--- config.mk ---
export PLATFORM = sky130hd
export DESIGN_NAME = counter_ctrl
export DESIGN_NICKNAME = d
export VERILOG_FILES = /design/src/rtl/ctrl_pkg.sv /design/src/rtl/edge_detect.sv /design/src/rtl/counter_ctrl.sv
export SDC_FILE = /design/constraint.sdc
export NUM_CORES = 1
export LEC_CHECK = 0
export ABC_AREA = 1
export CORE_UTILIZATION = 34
export DETAILED_ROUTE_END_ITERATION = 8
export GPL_ROUTABILITY_DRIVEN = 1
export PLACE_DENSITY = 0.53
export SLEW_MARGIN = 20
export SYNTH_ARGS = -nofsm -noshare
export SYNTH_HDL_FRONTEND = slang
export SYNTH_HIERARCHICAL = 1
export SYNTH_SLANG_ARGS = --single-unit
--- constraint.sdc ---
create_clock -name clk -period 2.1 [get_ports clk]
set_input_delay 0.525 -clock clk [delete_from_list [all_inputs] [get_ports clk]]
set_output_delay 0.525 -clock clk [all_outputs]
set_load 0.03 [all_outputs]
--- src/rtl/ctrl_pkg.sv ---
// Shared definitions for the counter control FSM and the up/down counter datapath.
// Pure declarations: no logic, no latency, no flow control.
package ctrl_pkg;

    localparam int STATE_W = 3;

    typedef enum logic [STATE_W-1:0] {
        ST_IDLE  = 3'd0,
        ST_CLEAR = 3'd1,
        ST_UP    = 3'd2,
        ST_DOWN  = 3'd3,
        ST_PAUSE = 3'd4,
        ST_DONE  = 3'd5
    } state_t;

    // Datapath adder/subtractor select, shared with the counter datapath.
    localparam logic OP_ADD = 1'b0;
    localparam logic OP_SUB = 1'b1;

endpackage

--- src/rtl/edge_detect.sv ---
// Single-bit rising-edge detector for level request inputs.
// Latency: combinational pulse in the cycle the level first reads high.
// Backpressure: none; a held level yields exactly one pulse.
module edge_detect (
    input  logic clk,
    input  logic rst_n,
    input  logic din,
    output logic rise
);

    logic din_q;

    always_ff @(posedge clk or negedge rst_n) begin
        if (!rst_n) begin
            din_q <= 1'b0;
        end else begin
            din_q <= din;
        end
    end

    assign rise = din & ~din_q;

endmodule

--- src/rtl/counter_ctrl.sv ---
// Control FSM pacing a 16-bit up/down counter datapath (one-shot or bounce counting).
// Latency: start edge in cycle n -> running at n+1, first c_ld at n+TICK_DIV.
// Backpressure: none; datapath strobes are single-cycle and unconditionally accepted.
module counter_ctrl
    import ctrl_pkg::*;
#(
    parameter int TICK_DIV = 1,
    parameter int TICK_W   = 16
) (
    input  logic               clk,
    input  logic               rst,
    input  logic               start,
    input  logic               stop,
    input  logic               clr,
    input  logic               dir,
    input  logic               mode,
    input  logic               z,
    input  logic               m,
    output logic               op,
    output logic               c_ld,
    output logic               c_clr,
    output logic               running,
    output logic               done,
    output logic [STATE_W-1:0] state_o
);

    localparam logic [TICK_W-1:0] TICK_LAST = TICK_W'(TICK_DIV - 1);

    state_t              state_q, state_d;
    logic [TICK_W-1:0]   presc_q, presc_d;
    logic                dir_q, dir_d;
    logic                start_e, stop_e;
    logic                in_run;
    logic                tick;

    edge_detect u_start_edge (
        .clk   (clk),
        .rst_n (rst),
        .din   (start),
        .rise  (start_e)
    );

    edge_detect u_stop_edge (
        .clk   (clk),
        .rst_n (rst),
        .din   (stop),
        .rise  (stop_e)
    );

    assign in_run = (state_q == ST_UP) || (state_q == ST_DOWN);
    assign tick   = in_run && (presc_q == TICK_LAST);

    always_comb begin
        state_d = state_q;
        dir_d   = dir_q;
        op      = dir_q;
        c_ld    = 1'b0;
        c_clr   = 1'b0;
        running = 1'b0;
        done    = 1'b0;

        case (state_q)
            ST_IDLE, ST_DONE: begin
                done = (state_q == ST_DONE);
                if (start_e && !stop_e) begin
                    dir_d   = dir;
                    state_d = dir ? ST_DOWN : ST_UP;
                end
            end
            ST_CLEAR: begin
                c_clr   = 1'b1;
                state_d = ST_IDLE;
            end
            ST_UP: begin
                op      = OP_ADD;
                running = 1'b1;
                // Limit is checked before loading so the count never wraps.
                if (stop_e) begin
                    state_d = ST_PAUSE;
                end else if (tick) begin
                    if (!m) begin
                        c_ld = 1'b1;
                    end else if (mode) begin
                        state_d = ST_DOWN;
                        dir_d   = 1'b1;
                    end else begin
                        state_d = ST_DONE;
                    end
                end
            end
            ST_DOWN: begin
                op      = OP_SUB;
                running = 1'b1;
                if (stop_e) begin
                    state_d = ST_PAUSE;
                end else if (tick) begin
                    if (!z) begin
                        c_ld = 1'b1;
                    end else if (mode) begin
                        state_d = ST_UP;
                        dir_d   = 1'b0;
                    end else begin
                        state_d = ST_DONE;
                    end
                end
            end
            ST_PAUSE: begin
                if (start_e && !stop_e) begin
                    state_d = dir_q ? ST_DOWN : ST_UP;
                end
            end
            default: begin
                state_d = ST_CLEAR;
            end
        endcase

        // Clear request overrides every other event, including a pending load.
        if (clr) begin
            state_d = ST_CLEAR;
            dir_d   = dir_q;
            c_ld    = 1'b0;
        end
    end

    // Prescaler restarts on any state change so each entry to UP/DOWN gets a full period.
    always_comb begin
        presc_d = '0;
        if (in_run && (state_d == state_q) && !tick) begin
            presc_d = presc_q + 1'b1;
        end
    end

    always_ff @(posedge clk or negedge rst) begin
        if (!rst) begin
            state_q <= ST_CLEAR;
            presc_q <= '0;
            dir_q   <= 1'b0;
        end else begin
            state_q <= state_d;
            presc_q <= presc_d;
            dir_q   <= dir_d;
        end
    end

    assign state_o = state_q;

endmodule

==> results_tabular.tex <==
\begin{tabular}{lr}
\hline
Metric & Value \\
\hline
\multicolumn{2}{l}{\textbf{Worst setup path}} \\
Number of gates on the worst path with buffers counted & 2 \\
Category of the worst setup path capture point & output port \\
Critical Path Fanout Max & 5 \\
Buffer and inverter count on the worst path & 2 \\
Number of cells traversed by the worst register-to-register path & 13 \\
Critical Path Max Stage Delay & 0.65 ns \\
Type of origin of the critical path & flip-flop \\
Cells along the critical path & buf\_4 -> clkdlybuf4s50\_1 \\
Cell family with most CP delay & buffers and inverters \\
Required time at the endpoint of the critical path & 1.57 ns \\
Critical path's slowest cell & sky130\_fd\_sc\_hd\_\_clkdlybuf4s50\_1 \\
Critical path data arrival time & 1.54 ns \\
Kind of critical path & flip-flop to output port \\
\multicolumn{2}{l}{\textbf{Yosys}} \\
Combined area of all synthesized cells & 0.00155 mm\^{}2 \\
Adder and majority gate portion of the synthesized area & 1.62\% \\
Distinct cell type count after synthesis & 29 \\
Proportion of register bits with asynchronous set or reset after synthesis & 100\% \\
Synthesis-stage register bit count & 22 \\
Primary FF master, synth & sky130\_fd\_sc\_hd\_\_dfrtp\_1 \\
Synthesized area per cell & 7.73 um\^{}2 \\
Mux share of post-synthesis cell area & 0\% \\
Part of the Yosys area used for sequential elements & 35.7\% \\
Dominant combinational cell family by area after synthesis & simple AND/OR/NAND/NOR gates \\
Area share of and/or/nand/nor cells after synthesis & around two fifths \\
Compound-gate portion of the synthesized area & 3.64\% \\
Synth Area in XOR/XNOR & a little under 8\% \\
Count of synthesis-stage warnings from yosys & 6 \\
Post-synth EDFFs & 0 \\
Synthesized Nets & around 210 \\
Mapped Cells & 200 \\
\multicolumn{2}{l}{\textbf{Timing}} \\
Count of final max-slew check failures & 0 \\
Worst setup skew after layout & 0.0121 ns \\
Transition time at the pin with the least slew margin & 0.369 ns \\
Clock period minus worst slack & $\sim$2.1 ns \\
Final setup viols & 0 \\
Final Hold Viols & 0 \\
Slew headroom & 75.2\% \\
Final hold slack & 0.426 ns \\
Post-route fraction of the period consumed by the critical path & 98.3\% \\
Top achievable clock speed & between 400 and 500 MHz \\
\multicolumn{2}{l}{\textbf{Run status}} \\
Result of the run & finished, final reports clean \\
\multicolumn{2}{l}{\textbf{Routing}} \\
Detailed route wirelength on metal2 & 1.68 mm \\
Max layer used & met4 \\
Routed wl met3 & 66 um \\
Starting DRC count in detailed routing & 55 \\
Vias per inst & between 4 and 5 \\
Post-Route WL & 3.41 mm \\
Average wire per standard cell & between 10 and 15 um \\
Routed length on met1 & 1.58 mm \\
DR pass1 iterations & 4 \\
Antenna Violating Nets Remaining & 0 \\
DRC errors left & 0 \\
Overall via count from detail\_route & between 1,000 and 1,500 \\
\multicolumn{2}{l}{\textbf{Placement}} \\
Routability congestion estimate & approximately 0.87 \\
PortBufs & 16 \\
Detailed-placement wirelength estimate & 2.50 mm \\
\multicolumn{2}{l}{\textbf{Global routing}} \\
Initial antenna violation count & 0 \\
Number of global-route vias before repair & 1,303 \\
Remaining Overflow, GRT & 0 \\
GRT Overall Usage & 15.0\% \\
Wire length of the first global-routing pass & 5.76 mm \\
Maximum number of pins on one net before global-route repair & 23 \\
\multicolumn{2}{l}{\textbf{Floorplanning}} \\
Die W & 69.4 um \\
Die height & 69.4 um \\
Initial standard-cell utilization of the core & 35.5\% \\
Count of boundary I/O pins & 17 \\
Die footprint & 0.00482 mm\^{}2 \\
Placeable Area & 0.00435 mm\^{}2 \\
Number of standard-cell rows in the floorplan & 24 \\
\multicolumn{2}{l}{\textbf{Clock tree}} \\
Clock edge transition at the registers on the reported setup and hold paths & 0.08 ns \\
Skew-Pair Late Insertion Delay & 0.27 ns \\
Clk root buf & sky130\_fd\_sc\_hd\_\_clkbuf\_8 \\
H-tree depth reported by CTS & 1 \\
Num CTS Buffers & 3 \\
CTS tree & yes \\
Num Clock Sinks & 22 \\
Number of buffers on the longest clock path & 2 \\
\multicolumn{2}{l}{\textbf{Power and ir drop}} \\
Worst supply voltage drop on vdd & approximately 0.29 mV \\
Leakage power of the design & about 0.00096 uW \\
Power density over the cells & 431 mW/mm\^{}2 \\
\multicolumn{2}{l}{\textbf{Min path}} \\
Path class of the lowest-slack min-delay path & input pin to flip-flop \\
Instance count along the most critical hold path & 1 \\
\multicolumn{2}{l}{\textbf{Finish}} \\
Most common cell after layout, fill and taps aside & sky130\_fd\_sc\_hd\_\_nand2\_1 \\
Fraction of the core area covered by cells at the end of the flow & about half \\
Fraction of layout cells with a size suffix above 1 & 33.3\% \\
Most frequent cells in the layout & sky130\_fd\_sc\_hd\_\_nand2\_1 (31), sky130\_fd\_sc\_hd\_\_buf\_4 (26), sky130\_fd\_sc\_hd\_\_nor2\_1 (25) \\
Fin nets & $\sim$260 \\
Total of fill cells in the finished design & 434 \\
Area growth from synthesis to layout & 35.8\% \\
Antenna cells & 0 \\
\multicolumn{2}{l}{\textbf{Job}} \\
Max-cap check violation count & 0 \\
\hline
\end{tabular}
==> where the power goes <==
group          internal, uW  total [uW]  switching [uW]
clock network           135         272             137
registers               437         445            8.45
logic                  82.3         188             105
==> cell type report <==
type	instances	area [um^2]	share of cell area (%)
well taps	52	65.1	3.10
flip-flops and latches	22	553	26.3
inverters	34	131	6.25
repair buffers	44	410	19.5
clock buffers	4	45.0	2.14
multi-input cells	142	896	42.6
==> registers in the layout, indices dropped and copies added, names as in the netlist <==
register and cells:
presc_q 16, state_o 3, dir_q 1, u_start_edge/din_q 1, u_stop_edge/din_q 1
==> final timing paths <==
kind | start | to | slack (ns)
max in group asynchronous | rst | state_o[0] | 1.22
max reg2reg | state_o[0] | state_o[0] | 0.10
max | state_o[2] | state_o[2] | 0.04
min | stop | u_stop_edge/din_q | 0.43
min reg2reg | presc_q[0] | presc_q[0] | 0.47
min in group asynchronous | rst | presc_q[11] | 0.59
==> cells in the mapped netlist (2+ instances only) <==
cell / count / area (um^2)
sky130_fd_sc_hd__nand2_1: 34 / 128
sky130_fd_sc_hd__inv_1: 28 / 105
sky130_fd_sc_hd__nor2_1: 28 / 105
sky130_fd_sc_hd__dfrtp_1: 21 / 526
sky130_fd_sc_hd__nand3_1: 16 / 80.1
sky130_fd_sc_hd__xor2_1: 12 / 105
sky130_fd_sc_hd__nor2_4: 10 / 113
sky130_fd_sc_hd__nand2_2: 6 / 37.5
sky130_fd_sc_hd__nor4_1: 6 / 37.5
sky130_fd_sc_hd__nor2_2: 5 / 31.3
sky130_fd_sc_hd__nor3_1: 5 / 25.0
sky130_fd_sc_hd__o21ai_0: 4 / 20.0
sky130_fd_sc_hd__inv_2: 3 / 11.3
sky130_fd_sc_hd__a21oi_1: 2 / 10.0
sky130_fd_sc_hd__clkinv_1: 2 / 7.51
sky130_fd_sc_hd__ha_1: 2 / 25.0
sky130_fd_sc_hd__nor3_2: 2 / 20.0
sky130_fd_sc_hd__o22ai_1: 2 / 12.5
sky130_fd_sc_hd__xnor2_1: 2 / 17.5
==> stage by stage <==
stage	TNS (ns)	worst slack, ns	instance area [um^2]	power [uW]	instances
final	0	0.0350	2100	905	298
after detailed placement	-5.32	-0.321	1860	625	279
after global placement	-4.65	-0.277	1860	624	279
after global routing	-0.0681	-0.0284	2100	953	298
after CTS	-0.188	-0.162	1980	910	288
after floorplan	0	0.00646	1550	546	200
==> routing by layer <==
layer | vias to the layer above | global-route usage [%]
met4 | 0 | 7.71
met3 | 8 | 1.60
li1 | 714 | -
met2 | 18 | 25.5
met1 | 615 | 18.7
met5 | - | 0
==> cell families (layout without fill, tap and decap cells) <==
logic type | Yosys count | in the layout
adders and majority gates | 2 | 2
buffers and inverters | 36 | 82
xor gates and xnor gates | 14 | 14
and+or+nand+nor | 116 | 116
AOI/OAI and AO/OA | 10 | 10
DFF | 22 | 22
==> what timing repair did <==
item / CTS / global route
hold buffers: 0 / 0
endpoints found under the setup margin: 22 / 18
resized for setup: 14 / 15
buffers inserted: 4 / 10
cloned: 1 / 0
pin swaps: 8 / 8
(Power assumes the default switching activity.)
